`src/rtl/bpu_pkg.sv`:
```
// Shared types and saturating-step helper for the BPU prediction-counter blocks.
package bpu_pkg;

  localparam int unsigned SATCNT_W = 2;

  typedef logic [SATCNT_W-1:0] satcnt_t;

  localparam satcnt_t SATCNT_MAX = '1;
  localparam satcnt_t SATCNT_MIN = '0;

  // Clamped +/-1 step; 'max' carries the saturation ceiling so any counter width can share it.
  function automatic logic [31:0] sat_step(input logic [31:0] cnt, input logic [31:0] max,
                                           input logic taken);
    if (taken) return (cnt >= max) ? max : cnt + 32'd1;
    return (cnt <= 32'(SATCNT_MIN)) ? 32'(SATCNT_MIN) : cnt - 32'd1;
  endfunction

endpackage

```
`src/rtl/bpu_satcnt_qctl.sv`:
```
// Head/tail pointer control for the saturating-counter queue: occupancy and status flags.
module bpu_satcnt_qctl #(
  parameter int unsigned DEPTH    = 8,
  parameter int unsigned AFULL_TH = 6
) (
  input  logic                         i_clk,
  input  logic                         i_rst,
  input  logic                         i_flush,
  input  logic                         i_push,
  input  logic                         i_pop,
  output logic [$clog2(DEPTH)-1:0]     o_head_idx,
  output logic [$clog2(DEPTH)-1:0]     o_tail_idx,
  output logic [$clog2(DEPTH+1)-1:0]   o_count,
  output logic                         o_empty,
  output logic                         o_full,
  output logic                         o_afull
);

  localparam int unsigned AW = $clog2(DEPTH);
  localparam int unsigned PW = AW + 1;
  localparam int unsigned CW = $clog2(DEPTH + 1);
  localparam logic [PW-1:0] AFULL_C = PW'(AFULL_TH);

  logic [PW-1:0] head_q;
  logic [PW-1:0] tail_q;
  logic [PW-1:0] occ;

  // Pointers carry an extra wrap bit so full and empty are distinguishable.
  always_ff @(posedge i_clk) begin
    if (i_rst || i_flush) begin
      head_q <= '0;
      tail_q <= '0;
    end else begin
      if (i_push) tail_q <= tail_q + PW'(1);
      if (i_pop)  head_q <= head_q + PW'(1);
    end
  end

  assign occ        = tail_q - head_q;
  assign o_head_idx = head_q[AW-1:0];
  assign o_tail_idx = tail_q[AW-1:0];
  assign o_count    = CW'(occ);
  assign o_empty    = (head_q == tail_q);
  assign o_full     = (head_q[AW-1:0] == tail_q[AW-1:0]) && (head_q[AW] != tail_q[AW]);
  assign o_afull    = (occ >= AFULL_C);

endmodule

```
`src/rtl/bpu_satcnt_queue.sv`:
```
// In-order queue of in-flight prediction counters with in-place saturating training,
// flush, empty bypass and occupancy reporting.
module bpu_satcnt_queue
  import bpu_pkg::*;
#(
  parameter int unsigned CNT_WIDTH = SATCNT_W,
  parameter int unsigned DEPTH     = 8,
  parameter int unsigned BYPASS    = 1,
  parameter int unsigned AFULL_TH  = 6
) (
  input  logic                         i_clk,
  input  logic                         i_rst,
  input  logic                         i_push,
  input  logic [CNT_WIDTH-1:0]         i_push_cnt,
  output logic [$clog2(DEPTH)-1:0]     o_push_idx,
  input  logic                         i_pop,
  output logic [CNT_WIDTH-1:0]         o_rd_cnt,
  output logic                         o_rd_valid,
  output logic                         o_empty,
  output logic                         o_full,
  output logic                         o_afull,
  output logic [$clog2(DEPTH+1)-1:0]   o_count,
  input  logic                         i_upd,
  input  logic [$clog2(DEPTH)-1:0]     i_upd_idx,
  input  logic                         i_upd_taken,
  output logic                         o_upd_err,
  input  logic                         i_flush
);

  localparam int unsigned AW  = $clog2(DEPTH);
  localparam bit          BYP = (BYPASS != 0);
  localparam logic [31:0] CNT_MAX = (CNT_WIDTH == SATCNT_W) ? 32'(SATCNT_MAX)
                                  : 32'((64'd1 << CNT_WIDTH) - 64'd1);

  logic [CNT_WIDTH-1:0] mem [DEPTH];
  logic [DEPTH-1:0]     valid_q;

  logic [AW-1:0] head_idx;
  logic [AW-1:0] tail_idx;

  logic live;
  logic byp_c;
  logic pop_eff;
  logic push_eff;
  logic store_push;
  logic store_pop;
  logic upd_res;
  logic upd_hit;
  logic upd_miss;

  bpu_satcnt_qctl #(
    .DEPTH    (DEPTH),
    .AFULL_TH (AFULL_TH)
  ) u_qctl (
    .i_clk      (i_clk),
    .i_rst      (i_rst),
    .i_flush    (i_flush),
    .i_push     (store_push),
    .i_pop      (store_pop),
    .o_head_idx (head_idx),
    .o_tail_idx (tail_idx),
    .o_count    (o_count),
    .o_empty    (o_empty),
    .o_full     (o_full),
    .o_afull    (o_afull)
  );

  assign live       = !i_rst && !i_flush;
  assign byp_c      = BYP && o_empty && i_push;
  assign o_rd_valid = byp_c || !o_empty;
  assign o_rd_cnt   = byp_c ? i_push_cnt : mem[head_idx];
  assign o_push_idx = tail_idx;

  assign pop_eff    = i_pop && o_rd_valid;
  assign push_eff   = i_push && (!o_full || pop_eff);
  // A bypassed push+pop never touches storage or pointers.
  assign store_push = live && push_eff && !(byp_c && i_pop);
  assign store_pop  = live && pop_eff && !byp_c;

  assign upd_res  = valid_q[i_upd_idx];
  assign upd_hit  = live && i_upd && upd_res && !(store_pop && (i_upd_idx == head_idx));
  assign upd_miss = live && i_upd && !upd_res;

  // Storage is never cleared; valid bits alone define residency.
  always_ff @(posedge i_clk) begin
    if (upd_hit)
      mem[i_upd_idx] <= CNT_WIDTH'(sat_step(32'(mem[i_upd_idx]), CNT_MAX, i_upd_taken));
    if (store_push)
      mem[tail_idx] <= i_push_cnt;
  end

  // When full, push and pop share one slot; the set must win over the clear.
  always_ff @(posedge i_clk) begin
    if (i_rst || i_flush) begin
      valid_q <= '0;
    end else begin
      if (store_pop)  valid_q[head_idx] <= 1'b0;
      if (store_push) valid_q[tail_idx] <= 1'b1;
    end
  end

  always_ff @(posedge i_clk) begin
    if (i_rst) o_upd_err <= 1'b0;
    else       o_upd_err <= upd_miss;
  end

endmodule

```
`config.mk`:
```
export PLATFORM = sky130hd
export DESIGN_NAME = bpu_satcnt_queue
export DESIGN_NICKNAME = d
export VERILOG_FILES = /design/src/rtl/bpu_pkg.sv /design/src/rtl/bpu_satcnt_qctl.sv /design/src/rtl/bpu_satcnt_queue.sv
export SDC_FILE = /design/constraint.sdc
export NUM_CORES = 1
export LEC_CHECK = 0
export ABC_AREA = 1
export CAP_MARGIN = 20
export CORE_MARGIN = 5
export CORE_UTILIZATION = 50
export CTS_CLUSTER_SIZE = 14
export DETAILED_ROUTE_END_ITERATION = 12
export GPL_TIMING_DRIVEN = 0
export PLACE_DENSITY = 0.76
export SYNTH_ARGS = -nofsm -noshare
export SYNTH_HDL_FRONTEND = slang
export SYNTH_SLANG_ARGS = --single-unit
export TNS_END_PERCENT = 1
```
`constraint.sdc`:
```
create_clock -name i_clk -period 3.1 [get_ports i_clk]
set_input_delay 0.62 -clock i_clk [delete_from_list [all_inputs] [get_ports i_clk]]
set_output_delay 0.62 -clock i_clk [all_outputs]
set_load 0.02 [all_outputs]
```
### Word-level counts from Yosys, hierarchy flattened

Memories as Yosys holds them, arrays and structs flattened. A register that Yosys moved wholly into a read port is not among the register bits.
Cells that the tools add are included.

| storage, ports and cells | value |
|---|---|
| logic and storage cells | 76 |
| input port bits | 12 |
| memories kept | 1 |
| RAM bits | 16 |
| register bits | 17 |
| output and inout port bits | 14 |

| operators by class | value |
|---|---|
| add/subtract/negate cells | 5 |
| bitwise logic cells | 3 |
| equality and inequality tests | 4 |
| order comparisons | 8 |
| mux-type cells | 23 |
| reductions and logical operators | 28 |

Memories:

| memory | words | width | rd ports | clocked after Yosys merged registers in | write ports | RTL line | text |
|---|---|---|---|---|---|---|---|
| mem | 8 | 2 | 2 | 1 | 2 | bpu_satcnt_queue.sv:35 | `logic [CNT_WIDTH-1:0] mem [DEPTH];` |

Operator list:

| cell | count |
|---|---|
| $mux 8 | 3 |
| $logic_and 1x1->1 | 17 |
| $lt 3x4->1 const B | 3 |
| $mux 2 | 6 |
| $mux 1 | 9 |
| $add 4x1->4 const B | 2 |
| $and 8x8->8 | 1 |
| $logic_not 1->1 | 8 |
| $not 8->8 | 1 |
| $or 8x8->8 | 1 |
| $demux 1 s3 | 2 |
| $eq 3x3->1 | 2 |
| $ge 3x1->1 const B | 2 |
| $mux 3 | 2 |
| $eq 4x4->1 | 1 |
| $ge 4x3->1 const B | 1 |
| $sub 4x4->4 | 1 |
| $bmux 1 s3 | 1 |
| $logic_or 1x1->1 | 3 |
| $add 2x1->2 const B | 1 |
| $ge 2x2->1 const B | 1 |
| $le 2x1->1 const B | 1 |
| $sub 2x1->2 const B | 1 |
| $ne 1x1->1 | 1 |

### Longest topological paths before layout

| logic depth | value |
|---|---|
| depth in word-level cells | 12 |
| depth in mapped cells | 14 |
| depth with buffers taken out | 12 |

### Modules after synthesis

From an unflattened synthesis, not the netlist that was laid out.

| second synthesis, totals | value |
|---|---|
| cells, all modules | 378 |
| area total of the unflattened synthesis | 2432.3 µm² |

Modules (own cells, without submodules):

| module | cells an instance | area an instance (µm²) | seq. area each (µm²) | times used |
|---|---|---|---|---|
| bpu_satcnt_queue | 300 | 1893.1 | 660.6 | 1 |
| bpu_satcnt_qctl | 78 | 539.3 | 160.2 | 1 |

### Least setup slack after synthesis

No wires, ideal clock.

| path | value |
|---|---|
| path kind | flip-flop to output port |
| start | reg u_qctl.tail_q[0] |
| end | out o_afull |
| buffers on the path | 1 |
| cell stages (with the launch flop) | 8 |
| required time | 2.480 ns |
| data arrival time | 1.996 ns |
| setup slack | 0.484 ns |
| path through | dfxtp_1 > buf_2 > inv_1 > ha_1 > fa_1 > xnor2_1 > nand2_1 > nand2_1 |

| on the way | value |
|---|---|
| longest elaborated chain between the ends | 2 |

Ends and longest elaborated chain:

| element | RTL line | text |
|---|---|---|
| from (decl) | bpu_satcnt_qctl.sv:25 | `logic [PW-1:0] tail_q;` |
| from (signal assigned) | bpu_satcnt_qctl.sv:34 | `if (i_push) tail_q <= tail_q + PW'(1);` |
| $sub 4x4->4 | bpu_satcnt_qctl.sv:39 | `assign occ = tail_q - head_q;` |
| named net o_count[2] | bpu_satcnt_queue.sv:22 | `output logic [$clog2(DEPTH+1)-1:0] o_count,` |
| $ge 4x3->1 | bpu_satcnt_qctl.sv:45 | `assign o_afull = (occ >= AFULL_C);` |
| to (decl) | bpu_satcnt_queue.sv:21 | `output logic o_afull,` |

The timed path passes the listed nets, and every way through them passes these cells.

### Final worst setup path

| path | value |
|---|---|
| start | reg u_qctl.tail_q[0] |
| end | out o_full |

| on the way | value |
|---|---|
| longest elaborated chain between the ends | 2 |

Ends and longest elaborated chain:

| element | RTL line | text |
|---|---|---|
| $eq 3x3->1 | bpu_satcnt_qctl.sv:44 | `assign o_full = (head_q[AW-1:0] == tail_q[AW-1:0]) && (head_q[AW] != tail_q[AW]);` |
| $logic_and 1x1->1 | bpu_satcnt_qctl.sv:44 |  |
| to (decl) | bpu_satcnt_queue.sv:20 | `output logic o_full,` |

Every way passes these cells.

==> metrics.md <==
| Metric | Value |
|---|---|
| Status | complete, no violations |
| Pwr Total | 997 uW |
| Largest net degree at the start of global routing | 12 |
| Worst-skew pair later-pin latency | 300 ps |
| Dpl hpwl | 5060 um |
| Reg clk slew, reported paths | 70 ps |
| Crit-path leading delay family | buffers and inverters |
| Total track usage | 0.212 |
| #FFs+latches synth | 36 |
| Multi-input gate area | 1490 um2 |
| Cell count after synthesis | 360 |
| Final Max Tran Viols | 0 |
| Initial Utilization | 0.514 |
| Clk_skew | 7.03 ps |
| Setup TNS | 0 ps |
| YS warnings | 0 |
| Fmax | 338 MHz |
| CP max stage delay | 620 ps |
| Worst VDD drop | 247 uV |
| First-pass GRT wire length | 10800 um |
| FILL cells | 498 |
| Final Hold Fails | 0 |
| GP Congestion | 0.974 |
| Routed vias | 2472 |
| CP max stage cell | clkdlybuf4s50_1 |
| Final worst-path cycle share | 0.955 |
| DRT antenna net count | 0 |
| Power Density | 330 nW/um2 |
| Fin crit period | 2960 ps |
| Die extent in y | 82.3 um |
| Util after Layout | 0.595 |
| Placed instance area | 2910 um2 |
| Die ar. | 6770 um2 |
| # clock sinks | 36 |
| LEAKAGE | 1.38 nW |
| CTS tree | yes |
| Commonest non-fill, non-tap cell in the layout | nand2_1 |
| Antenna cell count | 0 |
| Commonest non-fill, non-tap cells in the layout | nand2_1 (109), nand3_1 (45), inv_1 (29), nor2_1 (26), dfxtp_1 (20) |
| DR WL/cell | 14.2 um |
| CP Data Required Time | 2480 ps |
| Overflow left after global routing | 0 |
| Synth unique cells | 36 |
| CP max FO | 8 |
| Initial antenna violation count | 0 |
| Hold crit path type | reg2reg |
| Root buf cell | clkbuf_8 |
| Crit path cell chain | buf_4 -> inv_1 -> ha_1 -> nand3_1 -> nor2_2 -> clkdlybuf4s50_1 |
| Tightest Pin Transition | 466 ps |
| CTS buffer count | 5 |
| Layout cells sized above 1 | 0.123 |
| Design Area, Final | 3020 um2 |
| Nets | 407 |
| # IOs | 26 |
| Worst Setup Start Kind | register |
| Crit path DAT | 2340 ps |
| Slew HR | 0.689 |
| Max Root-Sink Buffers | 2 |
| RSZ-0062 raised after global routing | false |
| DRT Pass-1 Iters | 4 |
| DRT iter0 DRCs | 240 |
| Maxcap violations | 0 |
| CTS H-tree lvls | 2 |
| Die width | 82.3 um |
| Routed WL | 6540 um |
| Buf+Inv Stages, Crit Path | 3 |
| Reg area | 881 um2 |
| Synth-to-Final Area Change | 15.7% |
| Final setup fails | 0 |
| Residual DRC | 0 |
| Rows | 26 |
| Drt via density | 5.37 |
| Setup crit end kind | output pin |
| Synthesized area per cell | 7.25 um2 |
| Core area | 5070 um2 |
| Port Buffers | 21 |
| Mapped Area | 2610 um2 |
| Mapped Nets | 378 |
| Post-CTS Hold Buffers | 0 |
| Register area share after synthesis | 0.337 |
| Vias in the first global route | 2235 |
| Setup CP Type | reg2out |
==> cell usage after synthesis (all sizes together) <==
master / instances / area [um2]
o21ai: 24 / 120
a21oi: 17 / 85.1
buf: 16 / 111
nor3b: 1 / 7.51
clkinv: 1 / 3.75
ha: 5 / 62.6
edfxtp: 16 / 480
nand4: 12 / 186
fa: 1 / 20.0
clkbuf: 4 / 15.0
o31ai: 1 / 7.51
nor3: 7 / 35.0
xnor2: 7 / 61.3
nor2: 32 / 159
nand3: 46 / 243
nand3b: 1 / 7.51
nand2: 112 / 433
inv: 31 / 116
or2: 1 / 6.26
o211ai: 2 / 15.0
xor2: 3 / 33.8
dfxtp: 20 / 400
==> through the flow <==
| step | setup WS, ps | cells | hold WS [ps] |
|---|---|---|---|
| finish | 141 | 460 | 485 |
| detailed placement | -38.2 | 451 | 473 |
| CTS | 0.793 | 460 | 485 |
| global placement | -0.000222 | 451 | 467 |
| global route | 1.84 | 460 | 505 |
| floorplan | 484 | 360 | 454 |
==> final timing paths <==
check                    from         end  slack (ps)  cells past startpoint
max          u_qctl.tail_q[0]      o_full         140                      6
min                valid_q[1]  valid_q[1]         480                      2
max reg2reg  u_qctl.tail_q[0]   mem[7][1]         490                     11
min reg2reg        valid_q[1]  valid_q[1]         480                      2
==> worst reg2reg max path, stage by stage (launching register included) <==
cell	delay [ps]
dfxtp_1	360
buf_4	190
inv_1	160
ha_1	340
nand3_1	170
inv_1	90
nand2_1	70
nand2_1	250
nor2_1	90
nor2_2	270
nand3b_1	190
nand2_1	140
==> power by group <==
| part | switching (mW) | total (mW) | internal (mW) |
|---|---|---|---|
| Sequential | 0.000953 | 0.502 | 0.501 |
| Combinational | 0.0884 | 0.136 | 0.0477 |
| Clock | 0.178 | 0.360 | 0.181 |
| Total | 0.268 | 0.997 | 0.730 |
==> logic make-up (layout without fill, tap and decap cells) <==
family / after synthesis / in the layout / share of synthesized area
buf+inv: 52 / 82 / 0.0944
compound gates: 44 / 44 / 0.0872
simple gates: 212 / 212 / 0.413
fa+ha+maj: 6 / 6 / 0.0316
xor+xnor: 10 / 10 / 0.0364
flops: 36 / 36 / 0.337
==> cell type report <==
type | instances | area share
Clock buffer | 7 | 0.0286
Tap cell | 70 | 0.0290
Inverter | 32 | 0.0398
Timing Repair Buffer | 22 | 0.0725
Clock inverter | 1 | 0.00207
Buffer | 20 | 0.0435
Sequential cell | 36 | 0.292
Multi-Input combinational cell | 272 | 0.493
==> flip-flops by register name, indices dropped and copies added (netlist names), named ones only <==
name / flops
mem: 16
o_upd_err: 1
u_qctl.head_q: 4
u_qctl.tail_q: 4
valid_q: 8
==> repair_timing <==
action                                  CTS  global route
gates resized for setup                   8             6
hold endpoints to repair                  0             0
pin swaps                                 1             0
cloned                                    0             0
endpoints found under the setup margin    8             5
buffers inserted                          1             0
==> per-layer routing <==
layer  up-vias  GRT usage  share of wire
li1       1246          -              -
met1      1118      0.268           0.42
met2        93      0.350           0.48
met3        15     0.0347          0.065
met4         0     0.0980          0.033
met5         -          0              0
Power figures use the tool's default switching activity.
